### config.mk
export PLATFORM = sky130hd
export DESIGN_NAME = multi_pulse_generator
export DESIGN_NICKNAME = d
export VERILOG_FILES = /design/src/rtl/multi_pulse_generator.sv
export SDC_FILE = /design/constraint.sdc
export NUM_CORES = 1
export LEC_CHECK = 0
export ABC_CLOCK_PERIOD_IN_PS = 9850
export BUFFER_PORTS_ARGS = -buffer_cell sky130_fd_sc_hd__buf_2
export CORE_ASPECT_RATIO = 1.25
export CORE_MARGIN = 5
export CORE_UTILIZATION = 40
export DETAILED_ROUTE_END_ITERATION = 8
export PLACE_DENSITY_LB_ADDON = 0.15
export SLEW_MARGIN = 20
export SYNTH_ARGS = -nofsm -noshare
export SYNTH_HDL_FRONTEND = slang
export SYNTH_SLANG_ARGS = --single-unit
export TNS_END_PERCENT = 5
### constraint.sdc
create_clock -name clk -period 9.85 [get_ports clk]
set_input_delay 1.4775 -clock clk [delete_from_list [all_inputs] [get_ports clk]]
set_output_delay 1.4775 -clock clk [all_outputs]
set_load 0.005 [all_outputs]
### src/rtl/multi_pulse_generator.sv
// Multi-channel pulse-train generator: per-channel programmable delay, width, gap and repeat
// count, with a shared power-up hold-off that gates acceptance of start requests.
module multi_pulse_generator #(
  parameter int unsigned NUM_CH      = 4,
  parameter int unsigned CNT_W       = 16,
  parameter int unsigned RESET_DELAY = 10
) (
  input  logic                    clk,
  input  logic                    reset,
  input  logic [NUM_CH-1:0]       start,
  input  logic [NUM_CH-1:0]       abort,
  input  logic [NUM_CH*CNT_W-1:0] cfg_delay,
  input  logic [NUM_CH*CNT_W-1:0] cfg_width,
  input  logic [NUM_CH*CNT_W-1:0] cfg_gap,
  input  logic [NUM_CH*CNT_W-1:0] cfg_count,
  output logic                    ready,
  output logic [NUM_CH-1:0]       pulse_out,
  output logic [NUM_CH-1:0]       busy,
  output logic [NUM_CH-1:0]       done
);

  typedef enum logic [1:0] {StIdle, StDelay, StHigh, StGap} state_e;

  localparam int unsigned HoldW = $clog2(RESET_DELAY + 1);

  logic [HoldW-1:0] hold_q;
  state_e           state_q [NUM_CH];
  logic [CNT_W-1:0] tmr_q   [NUM_CH];
  logic [CNT_W-1:0] width_q [NUM_CH];
  logic [CNT_W-1:0] gap_q   [NUM_CH];
  logic [CNT_W-1:0] count_q [NUM_CH];
  logic [CNT_W-1:0] pcnt_q  [NUM_CH];

  // Timers hold "cycles remaining minus one", so a zero field clamps to a single cycle.
  function automatic logic [CNT_W-1:0] minus1_clamped(input logic [CNT_W-1:0] v);
    return (v == '0) ? '0 : v - 1'b1;
  endfunction

  always_ff @(posedge clk or negedge reset) begin
    if (!reset) begin
      hold_q <= '0;
      ready  <= 1'b0;
    end else if (!ready) begin
      hold_q <= hold_q + 1'b1;
      if (hold_q == HoldW'(RESET_DELAY - 1)) begin
        ready <= 1'b1;
      end
    end
  end

  always_ff @(posedge clk or negedge reset) begin
    if (!reset) begin
      pulse_out <= '0;
      busy      <= '0;
      done      <= '0;
      for (int i = 0; i < NUM_CH; i++) begin
        state_q[i] <= StIdle;
        tmr_q[i]   <= '0;
        width_q[i] <= '0;
        gap_q[i]   <= '0;
        count_q[i] <= '0;
        pcnt_q[i]  <= '0;
      end
    end else begin
      for (int i = 0; i < NUM_CH; i++) begin
        done[i] <= 1'b0;
        if (state_q[i] != StIdle && abort[i]) begin
          state_q[i]   <= StIdle;
          pulse_out[i] <= 1'b0;
          busy[i]      <= 1'b0;
        end else begin
          unique case (state_q[i])
            StIdle: begin
              if (start[i] && ready && !abort[i]) begin
                tmr_q[i]   <= minus1_clamped(cfg_delay[i*CNT_W +: CNT_W]);
                width_q[i] <= minus1_clamped(cfg_width[i*CNT_W +: CNT_W]);
                gap_q[i]   <= minus1_clamped(cfg_gap[i*CNT_W +: CNT_W]);
                count_q[i] <= cfg_count[i*CNT_W +: CNT_W];
                pcnt_q[i]  <= '0;
                busy[i]    <= 1'b1;
                state_q[i] <= StDelay;
              end
            end
            StDelay: begin
              if (tmr_q[i] == '0) begin
                state_q[i]   <= StHigh;
                pulse_out[i] <= 1'b1;
                tmr_q[i]     <= width_q[i];
              end else begin
                tmr_q[i] <= tmr_q[i] - 1'b1;
              end
            end
            StHigh: begin
              if (tmr_q[i] == '0) begin
                pulse_out[i] <= 1'b0;
                // A zero count means continuous: the pulse counter is free-running.
                if (count_q[i] != '0 && pcnt_q[i] == count_q[i] - 1'b1) begin
                  state_q[i] <= StIdle;
                  busy[i]    <= 1'b0;
                  done[i]    <= 1'b1;
                end else begin
                  state_q[i] <= StGap;
                  tmr_q[i]   <= gap_q[i];
                  pcnt_q[i]  <= pcnt_q[i] + 1'b1;
                end
              end else begin
                tmr_q[i] <= tmr_q[i] - 1'b1;
              end
            end
            StGap: begin
              if (tmr_q[i] == '0) begin
                state_q[i]   <= StHigh;
                pulse_out[i] <= 1'b1;
                tmr_q[i]     <= width_q[i];
              end else begin
                tmr_q[i] <= tmr_q[i] - 1'b1;
              end
            end
            default: state_q[i] <= StIdle;
          endcase
        end
      end
    end
  end

endmodule

==> impl_metrics.ini, run 1 <==
[status]
status = complete, no violations

[sta]
max_slew.worst_pin.slew_ns = 1.12
fmax_mhz = 239
finalSetupViolCount = 0
min_period_ns = 4.19
slew_headroom = 0.249
hold_violations = 0
post-route-period-util = 0.425
final.setup.tns_ns = 0
grt_setup_unrepaired = false
skew_ns = 0.0135
drv_slew = 0

[clock_network]
cts.repair.resized = 0
clock_path_buffers = 3
numCtsBuffers = 42
cts_sinks = 345
cts_hold_buf = 0
cts-root-buf = clkbuf_16
insertion_delay_ns = 0.57
cts_htree_levels = 2
cts_setup_buffers = 0
cts_tree = yes
clkTransAtPathRegs_ns = 0.06

[route]
drc_errors = 0
drtPass1Iterations = 6
routed_wirelength_um = 66300
drtIter0Drc = 1353
drtAntennaViolNets = 0
via_per_inst = 5.54
vias = 20200
avgRoutedWirePerCell_um = 18.2

[yosys]
syn_area_um2 = 21900
yosys.area.top_type = dfrtp_1
seq_area_frac_synth = 0.394
yosysMostFrequentCell = nand2_1
synthTopCellsByArea = dfrtp_1, nand2_1, xnor2_1
ys.warnings.count = 0
synth-edff-count = 0
synthFlopType = dfrtp_1
synth_nets = 2947
ys_seq_elements = 345
synth_top_area_frac = 0.394
yosys-top-cells-count = nand2_1, dfrtp_1, o21ai_0, nor2_1, xnor2_1
synth_cell_types = 77
avgSynthCellArea_um2 = 8.25
ys_async_sr_fraction = 1.00
syn_inst = 2653

[power]
p_total_mw = 4.28
power_density_nw_per_um2 = 168
pwr-share-clk = 0.380
power_frac_comb = 0.190
p_int_mw = 2.96
p_leak_nw = 10.7
switchingPower_mw = 1.32
peakVddDrop_uv = 131
p_seq_frac = 0.430
switching_share = 0.309

[place]
dp_hpwl_um = 49600
placed_cells = 3567
gp_congestion = 0.896
io_buffer_count = 278
dpl_cell_area_um2 = 24000

[floorplan]
ios = 279
start_util = 0.402
fp.dieW_um = 219
coreArea_um2 = 54500
die_area_um2 = 59600
die-height_um = 272
rows = 96

[global_route]
grt_pass1_wl_um = 105000
grt_max_degree = 119
grt_overflow = 0
antenna_found_initial = 10
grt_pass1_vias = 19700
grt_use_total = 0.216

[critical_path]
critical_path_arrival_ns = 4.63
worst-path-buf-inv = 1
max_stage_delay_ns = 0.75
r2r-end = tmr_q[58]
cpMaxStageDelayCell = nor4_1
rr_worst_depth = 9
r2r_start = count_q[50]
end_kind = register
crit_start = count_q[50]
crit_cells = 9
required_ns = 10.29
cp-endpoint = tmr_q[58]
rrSetupSlack_ns = 5.66
cp_max_fo = 18
crit_family = simple AND/OR/NAND/NOR gates
path_cells = nor4_1, nand2_1, or4_1, a31o_1, a2111oi_4, a21boi_1, o31ai_4, buf_6, mux2_2
critPathLaunchType = register
crit_type = reg2reg

[cells_and_area]
finalNonFillerCells = 3650
area_growth_pct = 16.4
final_area_um2 = 25500
fin_nets = 3171
fillCellCount = 5403
drive_above_1_share = 0.150

[min_path]
hp-class = reg2reg

[job]
maxCapViolCount = 0
cells by family (layout without fill, tap and decap cells):
family | Yosys count | in the layout | synth area share
other | 0 | 4 | 0
XOR/XNOR | 273 | 273 | 0.109
adder cells (fa/ha/maj) | 28 | 28 | 0.0160
AO/OA/AOI/OAI | 652 | 652 | 0.186
flip-flops | 345 | 345 | 0.394
AND/OR/NAND/NOR | 1130 | 1130 | 0.244
multiplexers | 35 | 35 | 0.0172
buffers and inverters | 190 | 448 | 0.0336
state kept, by name, indices dropped and copies added, names as in the netlist, 8 cells and up:
name / cells
gap_q: 64
state_q: 8
pcnt_q: 64
width_q: 64
count_q: 64
tmr_q: 64
how the worst min path moves through the flow:
stage               startpoint   endpoint  slack [ns]  cells after the start
floorplan             gap_q[6]   gap_q[6]        0.44                      1
global placement     hold_q[3]  hold_q[3]        0.46                      1
detailed placement   gap_q[17]  gap_q[17]        0.47                      2
CTS                  gap_q[17]  gap_q[17]        0.48                      2
global route         gap_q[17]  gap_q[17]        0.50                      2
finish               hold_q[3]  hold_q[3]        0.48                      1
cell usage in the layout (no fill, tap or decap), types with 10 or more instances in the layout:
| cell type | synthesis | layout |
|---|---|---|
| mux2i_1 | 14 | 14 |
| o22a_1 | 10 | 10 |
| nand3b_1 | 15 | 15 |
| buf_4 | 0 | 27 |
| nor2b_1 | 23 | 23 |
| or3_1 | 38 | 38 |
| clkbuf_16 | 0 | 45 |
| a31oi_1 | 18 | 16 |
| xor2_1 | 108 | 108 |
| nor3b_1 | 13 | 13 |
| nand3_1 | 49 | 49 |
| and3_1 | 14 | 14 |
| o31ai_1 | 27 | 25 |
| o221ai_1 | 22 | 22 |
| xnor2_1 | 165 | 165 |
| or4_1 | 36 | 36 |
| a211oi_1 | 11 | 11 |
| nor2_1 | 217 | 217 |
| o21a_1 | 43 | 43 |
| nor3_1 | 92 | 91 |
| o21ai_0 | 266 | 266 |
| clkbuf_8 | 0 | 13 |
| nor4_1 | 64 | 60 |
| nand2_1 | 465 | 465 |
| a21o_1 | 17 | 17 |
| nand2b_1 | 27 | 27 |
| o211ai_1 | 19 | 19 |
| nand4_1 | 30 | 30 |
| o22ai_1 | 23 | 23 |
| a21oi_1 | 108 | 108 |
| inv_1 | 62 | 62 |
| ha_1 | 28 | 28 |
| mux2_2 | 21 | 21 |
| buf_2 | 5 | 277 |
| or2_2 | 12 | 12 |
| dfrtp_1 | 345 | 345 |
worst register-to-register path: stages, from the launching register on:
cell       delay [ns]
dfrtp_1          0.45
nor4_1           0.75
nand2_1          0.36
or4_1            0.57
a31o_1           0.27
a2111oi_4        0.42
a21boi_1         0.17
o31ai_4          0.47
buf_6            0.26
mux2_2           0.36
layer usage:
| metal | wire [µm] | global-route usage | share of wire | up-vias |
|---|---|---|---|---|
| met3 | 3700 | 0.0423 | 0.056 | 101 |
| met4 | 1790 | 0.0597 | 0.027 | 8 |
| met1 | 29400 | 0.292 | 0.44 | 9757 |
| li1 | - | - | - | 9857 |
| met5 | 44 | 0 | 0.00066 | - |
| met2 | 31400 | 0.354 | 0.47 | 481 |
metrics by stage:
stage | hold slack [ns] | util | setup WS, ns
final | 0.476 | 0.467 | 5.66
after global placement | 0.460 | 0.440 | 5.14
after floorplan | 0.444 | - | 6.11
after global routing | 0.496 | 0.467 | 5.43
after CTS | 0.481 | 0.467 | 5.41
after detailed placement | 0.466 | 0.440 | 5.10
power by group through the flow:
stage / Clock [mW] / Combinational (mW) / Sequential, mW
after CTS: 1.68 / 0.820 / 1.84
after detailed placement: 0 / 0.813 / 1.86
after global routing: 1.73 / 0.923 / 1.87
after global placement: 0 / 0.797 / 1.85
final: 1.63 / 0.814 / 1.84
after floorplan: 0 / 0.564 / 1.77
final cells by class:
type / instances / area [µm²] / share of cell area
Clock buffer: 66 / 1340 / 0.0524
Tap cell: 735 / 920 / 0.0361
Timing Repair Buffer: 306 / 1620 / 0.0634
Multi-Input combinational cell: 2118 / 12600 / 0.495
Clock inverter: 12 / 123 / 0.00481
Sequential cell: 345 / 8630 / 0.339
Inverter: 64 / 240 / 0.00943
Antenna cell: 4 / 10.0 / 0.000393
No activity file was read; power rests on OpenSTA's default activity.
==> inputs of run 2 (changes only) <==
Settings changed: ABC_CLOCK_PERIOD_IN_PS 9850 to 3650.
Clock period 9.85 ns to 3.65 ns, I/O delays scaled along.
==> run 2 against run 1 <==
The flow now finishes with violations (hold timing). Non-clock buffer count is 54 higher. Register-to-register slack worse by 5.5 ns. Worst setup slack worse by 5.5 ns. Clock skew is 0.00087 ns lower. Clock power grew to 2.6 times the previous value. Combinational power grew to 2.8 times the previous value. Sequential cell count stayed put.
==> impl_metrics.ini, run 2 (synthesized netlist as in run 1, its figures left out) <==
[global_route]
grt_overflow = 0
grt_max_degree = 87
grt_pass1_vias = 20300
antenna_found_initial = 18
grt_use_total = 0.221
grt_pass1_wl_um = 108000

[job]
maxCapViolCount = 0

[power]
p_int_mw = 7.87
p_leak_nw = 11.0
pwr-share-clk = 0.365
power_density_nw_per_um2 = 440
switching_share = 0.311
peakVddDrop_uv = 276
switchingPower_mw = 3.55
p_seq_frac = 0.434
p_total_mw = 11.4
power_frac_comb = 0.202

[floorplan]
ios = 279
coreArea_um2 = 54500
die-height_um = 272
fp.dieW_um = 219
die_area_um2 = 59600
rows = 96
start_util = 0.402

[route]
via_per_inst = 5.47
drtAntennaViolNets = 0
drc_errors = 0
routed_wirelength_um = 67100
drtPass1Iterations = 5
avgRoutedWirePerCell_um = 18.1
vias = 20300
drtIter0Drc = 1276

[sta]
post-route-period-util = 0.962
hold_ws_ns = -0.00899
grt_setup_unrepaired = false
max_slew.worst_pin.slew_ns = 0.770
fmax_mhz = 285
min_period_ns = 3.51
drv_slew = 0
slew_headroom = 0.485
skew_ns = 0.0126
hold_violations = 2
finalSetupViolCount = 0

[status]
violations = hold timing
status = finished with violations

[critical_path]
crit_type = reg2reg
cp_max_fo = 25
critical_path_arrival_ns = 3.96
required_ns = 4.10
cpMaxStageDelayCell = or4_4
max_stage_delay_ns = 0.55
end_kind = register
r2r-end = tmr_q[52]
rrSetupSlack_ns = 0.14
r2r_start = count_q[55]
critPathLaunchType = register
path_cells = or4_4, or2_0, or4_1, a31o_1, a2111oi_4, a21boi_1, o31ai_4, buf_12, mux2_2
rr_worst_depth = 9

[clock_network]
cts_tree = yes
numCtsBuffers = 42
cts_htree_levels = 2
insertion_delay_ns = 0.57
cts_sinks = 345
cts_hold_buf = 0
clkTransAtPathRegs_ns = 0.06
clock_path_buffers = 3
cts-root-buf = clkbuf_16

[cells_and_area]
area_growth_pct = 18.5
fin_nets = 3225
final_area_um2 = 25900
finalNonFillerCells = 3710
drive_above_1_share = 0.167
layout_common_cells = nand2_1, dfrtp_1, buf_2
layout_commonest_cell = nand2_1

[place]
gp_congestion = 0.880
dp_hpwl_um = 51300
io_buffer_count = 278
placed_cells = 3622
dpl_cell_area_um2 = 24500

[min_path]
hp-class = in2async
[run 2: cell types whose count changed in the layout (fill, tap and decap cells not counted), moves of 2 or more]
cell        previous run  this run
o41ai_2                0         2
clkbuf_1               8         4
buf_12                 0         8
or4_4                  0         2
clkinv_2               6        13
diode_2                4        15
buf_4                 27        74
clkinvlp_4             2         0
a31oi_2                1         3
or4_1                 36        34
clkbuf_8              13         9
[run 2: worst max-delay path by stage]
stage	startpoint	end	slack, ns	depth (start not counted)
finish	count_q[55]	tmr_q[52]	0.14	9
global route	count_q[55]	tmr_q[60]	0.007	9
CTS	count_q[16]	tmr_q[20]	0.02	13
detailed placement	count_q[0]	tmr_q[9]	-0.03	11
global placement	count_q[16]	tmr_q[22]	0.06	13
floorplan	count_q[54]	tmr_q[50]	0.12	10
[run 2: layer usage]
metal	global-route usage	wire (µm)	vias up	part of all wire
li1	-	-	9986	-
met1	0.293	29600	9748	0.44
met2	0.362	31600	453	0.47
met3	0.0448	3880	104	0.058
met4	0.0774	1980	6	0.030
met5	0	28	-	0.00042
[run 2: through the flow]
| step | TNS (ns) | utilization | setup WS [ns] |
|---|---|---|---|
| final | 0 | 0.476 | 0.138 |
| after global placement | 0 | 0.449 | 0.0642 |
| after floorplan | 0 | - | 0.123 |
| after detailed placement | -0.209 | 0.449 | -0.0270 |
| after global routing | 0 | 0.475 | 0.00745 |
| after CTS | 0 | 0.474 | 0.0161 |
[run 2: cell type report]
| class | instances | area, µm² |
|---|---|---|
| diodes | 15 | 37.5 |
| clock buffers | 58 | 1260 |
| clock inverters | 15 | 104 |
| fillers | 5462 | 28600 |
| inverters | 64 | 240 |
| multi-input cells | 2118 | 12600 |
| flip-flops and latches | 345 | 8630 |
| well taps | 735 | 920 |
| repair buffers | 360 | 2120 |
[run 2: timing repair]
item                                    4_1_cts  5_1_grt
pin swaps                                     0        1
resized for setup                             2        8
buffers inserted                              0        0
endpoints found under the setup margin       10       35
[run 2: power groups by stage]
stage / registers (mW) / clock network, mW / logic, mW
after detailed placement: 5.00 / 0 / 2.30
after global placement: 4.98 / 0 / 2.26
final: 4.95 / 4.17 / 2.30
after CTS: 4.94 / 4.31 / 2.31
after floorplan: 4.79 / 0 / 1.52
after global routing: 5.03 / 4.45 / 2.61
[run 2: worst max-delay path, delay by kind of cell (launching register included)]
family | cells | cell delay (ns)
muxes | 1 | 0.35
AOI/OAI and AO/OA | 4 | 1.07
buffers and inverters | 1 | 0.21
and+or+nand+nor | 3 | 1.35
DFF | 1 | 0.41
==> inputs of run 3 (changes only) <==
Settings changed: CORE_MARGIN 5 to 10, CORE_UTILIZATION 40 to 54.
==> run 3 against run 2 <==
Die area shrank 18%. The flow now finishes without violations. Wire length shrank 4.7%. Critical endpoint is now tmr_q[50]. Non-clock buffer count grew 7.
==> impl_metrics.ini, run 3 (synthesized netlist as in run 1, its figures left out) <==
[cells_and_area]
layout_common_cells = nand2_1, dfrtp_1, buf_2
drive_above_1_share = 0.167
layout_commonest_cell = nand2_1
finalNonFillerCells = 3511
utilization = 0.639
area_growth_pct = 17.0
fin_nets = 3228
fillCellCount = 3528

[floorplan]
coreArea_um2 = 40100
fp.dieW_um = 200
die-height_um = 245
ios = 279
start_util = 0.546
rows = 82
die_area_um2 = 49100

[global_route]
grt_use_total = 0.254
grt_pass1_vias = 20700
grt_overflow = 0
grt_max_degree = 97
grt_pass1_wl_um = 105000
antenna_found_initial = 3

[critical_path]
crit_type = reg2reg
cp_max_fo = 25
cpMaxStageDelayCell = or4_1
path_cells = or4_1, or3_1, a2111oi_1, o22ai_1, a2111oi_4, a21boi_1, o31ai_4, buf_12, mux2_2
required_ns = 4.08
end_kind = register
critical_path_arrival_ns = 3.88
crit_start = count_q[54]
r2r_start = count_q[54]
max_stage_delay_ns = 0.58
critPathLaunchType = register

[place]
placed_cells = 3437
gp_congestion = 0.926
pre_cts_ws_ns = -0.0251
dp_hpwl_um = 48900
io_buffer_count = 278

[status]
status = complete, no violations

[route]
drtPass1Iterations = 7
routed_wirelength_um = 64000
drc_errors = 0
via_per_inst = 5.87
avgRoutedWirePerCell_um = 18.2
met1Wirelength_um = 26100
drtIter0Drc = 1311
vias = 20600
wl_met3_um = 3110
met2_length_um = 32700
drtAntennaViolNets = 0
highest_layer = met5

[min_path]
hp-class = in2async

[sta]
post-route-period-util = 0.945
hold_violations = 0
finalSetupViolCount = 0
final.setup.tns_ns = 0
slew_headroom = 0.446
finalWorstSetupSlack_ns = 0.201
drv_slew = 0
min_period_ns = 3.45
hold_ws_ns = 0.00210
grt_setup_unrepaired = true
fmax_mhz = 290
skew_ns = 0.0217
max_slew.worst_pin.slew_ns = 0.831

[clock_network]
cts-root-buf = clkbuf_16
clkTransAtPathRegs_ns = 0.06
numCtsBuffers = 38
insertion_delay_ns = 0.56
cts_htree_levels = 2
clock_path_buffers = 3
cts_tree = yes
cts_sinks = 345
cts_hold_buf = 0

[power]
peakVddDrop_uv = 450
power_density_nw_per_um2 = 441
p_leak_nw = 11.0

[job]
maxCapViolCount = 0
==> run 3: cell types whose count changed in the layout (fill, tap and decap cells not counted), sizes merged <==
| cell | change |
|---|---|
| clkinvlp | +4 |
| clkbuf | -6 |
| buf | +7 |
| bufinv | +2 |
| inv | +1 |
| diode | -14 |
| clkinv | -4 |
==> run 3: final cells by class <==
type | instances | area [µm²] | share of cell area
tap | 546 | 683 | 0.0267
clock buffer | 52 | 1130 | 0.0440
antenna | 1 | 2.50 | 0.0000977
timing repair buffer | 367 | 2150 | 0.0838
multi-input combinational | 2118 | 12600 | 0.492
inverter | 64 | 240 | 0.00937
sequential | 345 | 8630 | 0.337
clock inverter | 18 | 186 | 0.00728
==> run 3: worst paths after layout <==
kind	end	slack [ns]	cells after the start
max	tmr_q[50]	0.20	9
min	tmr_q[15]	0.002	1
max reg2reg	tmr_q[50]	0.20	9
min reg2reg	gap_q[13]	0.47	2
max in group asynchronous	width_q[19]	2.75	2
min in group clk	count_q[14]	0.17	3
==> run 3: critical path: cells and delay by family, from the launching register on <==
family          cells  cell delay [ns]
buf+inv             1             0.21
simple gates        2             0.95
mux                 1             0.35
flops               1             0.43
compound gates      5             1.37
==> run 3: timing repair <==
| item | 4_1_cts | 5_1_grt |
|---|---|---|
| setup buffers | 0 | 1 |
| pin swaps | 0 | 1 |
| gates resized for setup | 2 | 9 |
| setup endpoints to repair | 12 | 64 |
| gates cloned | 0 | 2 |
| hold endpoints to repair | 0 | 0 |
==> run 3: power by group <==
part	switching (mW)	internal, mW
Clock	1.65	2.39
Combinational	1.28	1.02
Sequential	0.577	4.37
Total	3.51	7.78
==> run 3: metrics by stage <==
step	power [mW]	instance area (µm²)
finish	11.3	25600
global route	11.9	25600
floorplan	6.31	21900
global placement	7.18	24200
detailed placement	7.28	24200
CTS	11.3	25600
==> run 3: routing by layer <==
metal  global-route usage  vias up
met5                    0        -
met4               0.0919        6
met2                0.456      564
met3               0.0434      140
li1                     -     9954
met1                0.300     9930
